--- config.mk ---
export PLATFORM = sky130hd
export DESIGN_NAME = matrix_sequencer_flat
export DESIGN_NICKNAME = d
export VERILOG_FILES = /design/src/rtl/matrix_sequencer_if.sv /design/src/rtl/matrix_sequencer.sv /design/src/flat_wrapper.sv
export SDC_FILE = /design/constraint.sdc
export NUM_CORES = 2
export LEC_CHECK = 0
export ABC_AREA = 1
export CORE_AREA = 2 2 758 760
export CTS_CLUSTER_SIZE = 28
export DETAILED_ROUTE_END_ITERATION = 6
export DIE_AREA = 0 0 760 762
export GPL_TIMING_DRIVEN = 0
export PLACE_DENSITY_LB_ADDON = 0.1
export SLEW_MARGIN = 15
export SYNTH_ARGS = -nofsm -noshare
export SYNTH_HDL_FRONTEND = slang
export SYNTH_SLANG_ARGS = --single-unit
--- constraint.sdc ---
create_clock -name in_clk -period 158.2 [get_ports in_clk]
set_clock_uncertainty 0.1 [all_clocks]
set_input_delay 31.64 -clock in_clk [delete_from_list [all_inputs] [get_ports in_clk]]
set_output_delay 31.64 -clock in_clk [all_outputs]
set_load 0.03 [all_outputs]
--- src/rtl/matrix_sequencer_if.sv ---
// Bundle between matrix_sequencer and its environment: the start/result
// handshake with the consumer and the element handshake with the column
// processor.
//   master : sequencer side (drives every out_* signal)
//   slave  : environment side (consumer + column processor, drives every in_*)
// Signals:
//   in_start / in_mat_a / in_mat_b    run request and operand matrices
//   out_busy / out_done / out_mat_c   run status and result matrix
//   in_done_ack                       consumer acknowledge of out_done
//   out_proc_row / out_proc_col       operand vectors for one C element
//   out_proc_ready / out_proc_ack     start pulse and result acknowledge
//   in_proc_result / in_proc_result_ready  processor result and its valid level
interface matrix_sequencer_if #(
  parameter int unsigned size       = 4,
  parameter int unsigned cell_width = 32,
  parameter int unsigned width      = cell_width * size
);

  logic                    in_start;
  logic [width*size-1:0]   in_mat_a;
  logic [width*size-1:0]   in_mat_b;
  logic                    out_busy;
  logic                    out_done;
  logic [width*size-1:0]   out_mat_c;
  logic                    in_done_ack;
  logic [width-1:0]        out_proc_row;
  logic [width-1:0]        out_proc_col;
  logic                    out_proc_ready;
  logic [width-1:0]        in_proc_result;
  logic                    in_proc_result_ready;
  logic                    out_proc_ack;

  modport master (
    input  in_start, in_mat_a, in_mat_b, in_done_ack,
    input  in_proc_result, in_proc_result_ready,
    output out_busy, out_done, out_mat_c,
    output out_proc_row, out_proc_col, out_proc_ready, out_proc_ack
  );

  modport slave (
    output in_start, in_mat_a, in_mat_b, in_done_ack,
    output in_proc_result, in_proc_result_ready,
    input  out_busy, out_done, out_mat_c,
    input  out_proc_row, out_proc_col, out_proc_ready, out_proc_ack
  );

endinterface

--- src/rtl/matrix_sequencer.sv ---
// Sequences C = A x B over an external column processor, one C element at a
// time in row-major order. A and B are latched at start; for each (i,j) the
// block pulses out_proc_ready with row i of A and column j of B, waits for the
// processor result, captures its low cell_width bits into C[i][j] once, and
// holds the acknowledge until the processor drops its result-ready level.
// Ports:
//   in_clk   : clock, all state changes on the rising edge
//   in_reset : asynchronous active-high reset, clears every register
//   bus      : matrix_sequencer_if master modport (handshakes and data)
module matrix_sequencer #(
  parameter int unsigned size       = 4,
  parameter int unsigned cell_width = 32,
  parameter int unsigned width      = cell_width * size
) (
  input logic                in_clk,
  input logic                in_reset,
  matrix_sequencer_if.master bus
);

  localparam int unsigned mat_w = width * size;
  localparam int unsigned idx_w = (size > 1) ? $clog2(size) : 1;
  localparam logic [idx_w-1:0] last_idx = idx_w'(size - 1);

  typedef enum logic [2:0] {
    IDLE  = 3'd0,
    ISSUE = 3'd1,
    WAIT  = 3'd2,
    DRAIN = 3'd3,
    DONE  = 3'd4
  } state_t;

  state_t             state;
  logic [mat_w-1:0]   a_reg;
  logic [mat_w-1:0]   b_reg;
  logic [mat_w-1:0]   c_reg;
  logic [idx_w-1:0]   row_idx;
  logic [idx_w-1:0]   col_idx;
  logic               busy;
  logic               done;
  logic               proc_ready;
  logic               proc_ack;
  logic [width-1:0]   proc_row;
  logic [width-1:0]   proc_col;

  logic [idx_w-1:0]   nxt_row;
  logic [idx_w-1:0]   nxt_col;
  logic               last_elem;

  // Only the low cell_width bits of the processor result carry data.
  logic unused_result;
  assign unused_result = ^bus.in_proc_result;

  // Row r of a row-major matrix is already a contiguous vector.
  function automatic logic [width-1:0] row_of(input logic [mat_w-1:0] m,
                                              input logic [idx_w-1:0] r);
    return m[32'(r) * width +: width];
  endfunction

  // Column c gathers element (k,c) of every row into lane k.
  function automatic logic [width-1:0] col_of(input logic [mat_w-1:0] m,
                                              input logic [idx_w-1:0] c);
    logic [width-1:0] v;
    v = '0;
    for (int unsigned k = 0; k < size; k++) begin
      v[k * cell_width +: cell_width] = m[(k * size + 32'(c)) * cell_width +: cell_width];
    end
    return v;
  endfunction

  // Row-major successor of the current element.
  always_comb begin
    nxt_row = row_idx;
    nxt_col = col_idx + 1'b1;
    if (col_idx == last_idx) begin
      nxt_col = '0;
      nxt_row = row_idx + 1'b1;
    end
  end

  assign last_elem = (row_idx == last_idx) && (col_idx == last_idx);

  // Sequencer state and all registered outputs.
  always_ff @(posedge in_clk or posedge in_reset) begin
    if (in_reset) begin
      state      <= IDLE;
      a_reg      <= '0;
      b_reg      <= '0;
      c_reg      <= '0;
      row_idx    <= '0;
      col_idx    <= '0;
      busy       <= 1'b0;
      done       <= 1'b0;
      proc_ready <= 1'b0;
      proc_ack   <= 1'b0;
      proc_row   <= '0;
      proc_col   <= '0;
    end else begin
      case (state)
        IDLE: begin
          if (bus.in_start) begin
            a_reg      <= bus.in_mat_a;
            b_reg      <= bus.in_mat_b;
            c_reg      <= '0;
            row_idx    <= '0;
            col_idx    <= '0;
            busy       <= 1'b1;
            proc_ready <= 1'b1;
            // Vectors come straight from the inputs since the latch lands on this same edge.
            proc_row   <= row_of(bus.in_mat_a, '0);
            proc_col   <= col_of(bus.in_mat_b, '0);
            state      <= ISSUE;
          end
        end

        ISSUE: begin
          proc_ready <= 1'b0;
          state      <= WAIT;
        end

        WAIT: begin
          if (bus.in_proc_result_ready) begin
            c_reg[(32'(row_idx) * size + 32'(col_idx)) * cell_width +: cell_width]
                     <= bus.in_proc_result[cell_width-1:0];
            proc_ack <= 1'b1;
            state    <= DRAIN;
          end
        end

        // Capture already happened in WAIT; here we only wait out the ready level.
        DRAIN: begin
          if (!bus.in_proc_result_ready) begin
            proc_ack <= 1'b0;
            if (last_elem) begin
              done  <= 1'b1;
              state <= DONE;
            end else begin
              row_idx    <= nxt_row;
              col_idx    <= nxt_col;
              proc_ready <= 1'b1;
              proc_row   <= row_of(a_reg, nxt_row);
              proc_col   <= col_of(b_reg, nxt_col);
              state      <= ISSUE;
            end
          end
        end

        DONE: begin
          if (bus.in_done_ack) begin
            done  <= 1'b0;
            busy  <= 1'b0;
            state <= IDLE;
          end
        end

        default: begin
          state <= IDLE;
        end
      endcase
    end
  end

  assign bus.out_busy       = busy;
  assign bus.out_done       = done;
  assign bus.out_mat_c      = c_reg;
  assign bus.out_proc_row   = proc_row;
  assign bus.out_proc_col   = proc_col;
  assign bus.out_proc_ready = proc_ready;
  assign bus.out_proc_ack   = proc_ack;

endmodule

--- src/flat_wrapper.sv ---
// flat-port wrapper written by rule: the top's interface ports become plain ports
module matrix_sequencer_flat 
#(
  parameter int unsigned size       = 4,
  parameter int unsigned cell_width = 32,
  parameter int unsigned width      = cell_width * size
)
  (in_clk, in_reset, bus_in_start, bus_in_mat_a, bus_in_mat_b, bus_in_done_ack, bus_in_proc_result, bus_in_proc_result_ready, bus_out_busy, bus_out_done, bus_out_mat_c, bus_out_proc_row, bus_out_proc_col, bus_out_proc_ready, bus_out_proc_ack);
  matrix_sequencer_if #(.size(size), .cell_width(cell_width), .width(width)) bus_i ();
  input logic in_clk;
  input logic in_reset;
  input wire logic [$bits(bus_i.in_start)-1:0] bus_in_start;
  input wire logic [$bits(bus_i.in_mat_a)-1:0] bus_in_mat_a;
  input wire logic [$bits(bus_i.in_mat_b)-1:0] bus_in_mat_b;
  input wire logic [$bits(bus_i.in_done_ack)-1:0] bus_in_done_ack;
  input wire logic [$bits(bus_i.in_proc_result)-1:0] bus_in_proc_result;
  input wire logic [$bits(bus_i.in_proc_result_ready)-1:0] bus_in_proc_result_ready;
  output wire logic [$bits(bus_i.out_busy)-1:0] bus_out_busy;
  output wire logic [$bits(bus_i.out_done)-1:0] bus_out_done;
  output wire logic [$bits(bus_i.out_mat_c)-1:0] bus_out_mat_c;
  output wire logic [$bits(bus_i.out_proc_row)-1:0] bus_out_proc_row;
  output wire logic [$bits(bus_i.out_proc_col)-1:0] bus_out_proc_col;
  output wire logic [$bits(bus_i.out_proc_ready)-1:0] bus_out_proc_ready;
  output wire logic [$bits(bus_i.out_proc_ack)-1:0] bus_out_proc_ack;
  assign bus_i.in_start = bus_in_start;
  assign bus_i.in_mat_a = bus_in_mat_a;
  assign bus_i.in_mat_b = bus_in_mat_b;
  assign bus_i.in_done_ack = bus_in_done_ack;
  assign bus_i.in_proc_result = bus_in_proc_result;
  assign bus_i.in_proc_result_ready = bus_in_proc_result_ready;
  assign bus_out_busy = bus_i.out_busy;
  assign bus_out_done = bus_i.out_done;
  assign bus_out_mat_c = bus_i.out_mat_c;
  assign bus_out_proc_row = bus_i.out_proc_row;
  assign bus_out_proc_col = bus_i.out_proc_col;
  assign bus_out_proc_ready = bus_i.out_proc_ready;
  assign bus_out_proc_ack = bus_i.out_proc_ack;
  matrix_sequencer #(.size(size), .cell_width(cell_width), .width(width)) u_core (.in_clk(in_clk), .in_reset(in_reset), .bus(bus_i));
endmodule
==> impl_metrics.json <==
{
  "path_buf_inv": 5,
  "ys_types": 32,
  "crit_fanout": 10,
  "coreArea_um2": 571000,
  "synth_nets": 10700,
  "clock_sinks": 1803,
  "crit_required_ns": 158.94,
  "crit_arrival_ns": 35.31,
  "slew_headroom_pct": 15.3,
  "synth.yosys.warnings": 0,
  "drt-total-wl_um": 585000,
  "synth_seq_area_share_pct": 57.2,
  "synth-seq-cells": 1803,
  "cp_cell_sequence": "clkdlybuf4s50_1, nand2_2, inv_2, buf_2, clkbuf_1, buf_2, nand2_1, nand2_1",
  "rr_startpoint": "u_core.col_idx[1]$_DFFE_PP0P_",
  "initial_utilization_pct": 13.8,
  "gp_congestion": 0.849,
  "rows": 278,
  "die-area_um2": 579000,
  "ir_worst_vdd_mv": 0.0101,
  "switchingPower_mw": 1.15,
  "dr.pass1.iters": 6,
  "outcome": "complete, no violations",
  "drc": 0,
  "hpwl_um": 475000,
  "antenna_found_initial": 371,
  "synth_common_cells": "nand2_1 (3782), dfrtp_1 (1803), o21ai_0 (728)",
  "htree_levels": 5,
  "grt_pass1_wl_um": 767000,
  "max-clock-path-buffers": 4,
  "end_kind": "flip-flop",
  "worstReg2RegEnd": "u_core.bus.out_proc_col[127]$_DFFE_PP0P_",
  "hold_path_depth": 2,
  "syn_area_um2": 78800,
  "synth_edf_count": 0,
  "synth_top_area_share_pct": 57.2,
  "ioPinCount": 1929,
  "route.vias.total": 76600,
  "final_nets": 12900,
  "synthToLayoutAreaGrowth_pct": 48.0,
  "cts_tree": "built",
  "first_global_vias": 78500,
  "cp_slowest_cell": "clkbuf_1",
  "synth_top_cell_by_area": "dfrtp_1",
  "period_minus_slack_ns": 34.56,
  "postSynthAreaPerCell_um2": 8.23,
  "r2r_slack_ns": 153.24,
  "cts_hold_buf": 0,
  "grt_use_total_pct": 19.5,
  "numCtsBuffers": 263,
  "clkLatencyLatePin_ns": 0.94,
  "viasPerCell": 3.91,
  "finalHoldViolCount": 0,
  "n_fill_cell": 64100,
  "routedWlPerCell_um": 29.9,
  "fmax_mhz": 28.9,
  "post_cts_resized": 0,
  "powerDensity_nw_per_um2": 20.9,
  "synth.area.top_cells": "dfrtp_1 (57%), nand2_1 (18%), o21ai_0 (4.6%)",
  "holdPathEnd": "u_core.bus.out_mat_c[469]$_DFFE_PP0P_",
  "cts_setup_buffers": 0,
  "synth_cells": 9578,
  "fin_tns_setup_ns": 0,
  "cts_root_buf": "clkbuf_16",
  "grt_max_degree": 96,
  "combPwrFrac_pct": 46.0,
  "tightest_slew_ns": 1.27,
  "slew_viol_final": 0,
  "setup.worst_path.class": "input pin to flip-flop",
  "portBuffers": 1832,
  "p_sw_share_pct": 47.2,
  "fp.dieW_um": 760,
  "clk_pin_slew_ns": 0.06,
  "yosysMostFrequentCell": "nand2_1",
  "synthArstFlopShare_pct": 100,
  "start_kind": "input pin",
  "grt_overflow": 0,
  "layout-drive-gt1-share_pct": 5.57,
  "cpLargestDelayFamily": "buffers and inverters",
  "internal_power_mw": 1.29,
  "power_leakage_nw": 51.4,
  "die_h_um": 762,
  "rsz0062_at_grt": "false",
  "ant_nets": 0,
  "setup_violations": 0,
  "seq_power_share_pct": 28.6,
  "ys.flop_type": "dfrtp_1",
  "final_core_util_pct": 20.4,
  "cpPeakStageDelay_ns": 0.85,
  "min_from": "u_core.bus.out_mat_c[469]$_DFFE_PP0P_",
  "worst_r2r_path_depth": 10,
  "totalPowerFinal_mw": 2.43,
  "drt_iter0_markers": 5441,
  "power_frac_clock_pct": 25.4,
  "maxCapViolations": 0,
  "final.period_utilization_pct": 21.8,
  "hp-class": "flip-flop to flip-flop"
}
## tightest hold or removal path: cells and delay by family (launching register included)
family           cells  cell delay (ns)
flip-flops           1             0.34
AND/OR/NAND/NOR      2             0.09
## cells by family (layout without fill, tap and decap cells)
logic type	after synthesis	count (layout)	synth area share [%]
compound gates	1621	1621	12.0
xor+xnor	4	4	0.0635
fa+ha+maj	5	5	0.0794
buf+inv	1398	3733	6.93
flops	1803	1803	57.2
other cells	0	108	0
simple gates	4747	4747	23.7
## through the flow
step	hold slack [ns]	setup WS, ns	instance area, um2	std cells
2_1_floorplan	0.344	75.56	78800	9578
3_5_place_dp	0.359	122.27	108000	19000
3_3_place_gp	0.357	39.91	107000	19000
5_1_grt	0.378	123.37	116000	19500
6_report	0.368	123.64	117000	19600
4_1_cts	0.372	123.31	116000	19500
## routing by layer
layer	wire length [um]	vias up	GRT usage, %
met2	281000	2515	33.1
met1	251000	37800	24.6
li1	-	35300	-
met3	38800	921	5.34
met5	977	-	0
met4	13600	156	4.38
## area by class of cell
cell class                      count  area [um2]  share of cell area [%]
Sequential cell                  1803       45100                    38.7
Clock buffer                      399        7800                    6.68
Inverter                          720        2710                    2.32
Clock inverter                     63         901                   0.772
Tap cell                         7560        9460                    8.11
Multi-Input combinational cell   6377       28200                    24.2
Buffer                            678        2820                    2.41
Antenna cell                      108         270                   0.232
Timing Repair Buffer             1873       19300                    16.6
## worst max-delay path by stage
stage	from	end	slack [ns]	depth (start not counted)
after floorplan	in_reset	u_core.a_reg[0]$_DFFE_PP0P_	75.56	1
after global placement	in_reset	u_core.bus.out_proc_col[28]$_DFFE_PP0P_	39.91	2
after detailed placement	bus_in_start	u_core.b_reg[226]$_DFFE_PP0P_	122.27	8
after CTS	bus_in_start	u_core.b_reg[226]$_DFFE_PP0P_	123.31	8
after global routing	bus_in_start	u_core.b_reg[158]$_DFFE_PP0P_	123.37	8
final	bus_in_start	u_core.b_reg[226]$_DFFE_PP0P_	123.64	8
## layout by cell type, fill, tap and decap left out, types with 7 or more instances in the layout
master	n
buf_2	172
nor2_1	371
inv_16	7
o21ai_1	60
o21ai_0	727
nand3_1	501
nor3_1	18
o22ai_1	195
diode_2	108
clkbuf_8	64
buf_1	31
clkdlybuf4s50_1	1832
inv_1	712
a21oi_1	194
dfrtp_1	1803
buf_12	10
o211ai_1	441
bufinv_16	12
clkinv_2	24
clkbuf_1	503
clkbuf_2	39
buf_16	28
inv_2	7
inv_6	7
clkbuf_16	266
nand2_1	3782
nand4_1	67
## power groups by stage
stage	Combinational, mW	Sequential [mW]	Clock (mW)
floorplan	0.504	0.757	0
global placement	1.14	0.719	0
detailed placement	1.15	0.703	0
CTS	1.15	0.697	0.640
global route	1.23	0.715	0.657
finish	1.12	0.697	0.619
Note: power is estimated with default switching activity, not from simulation.
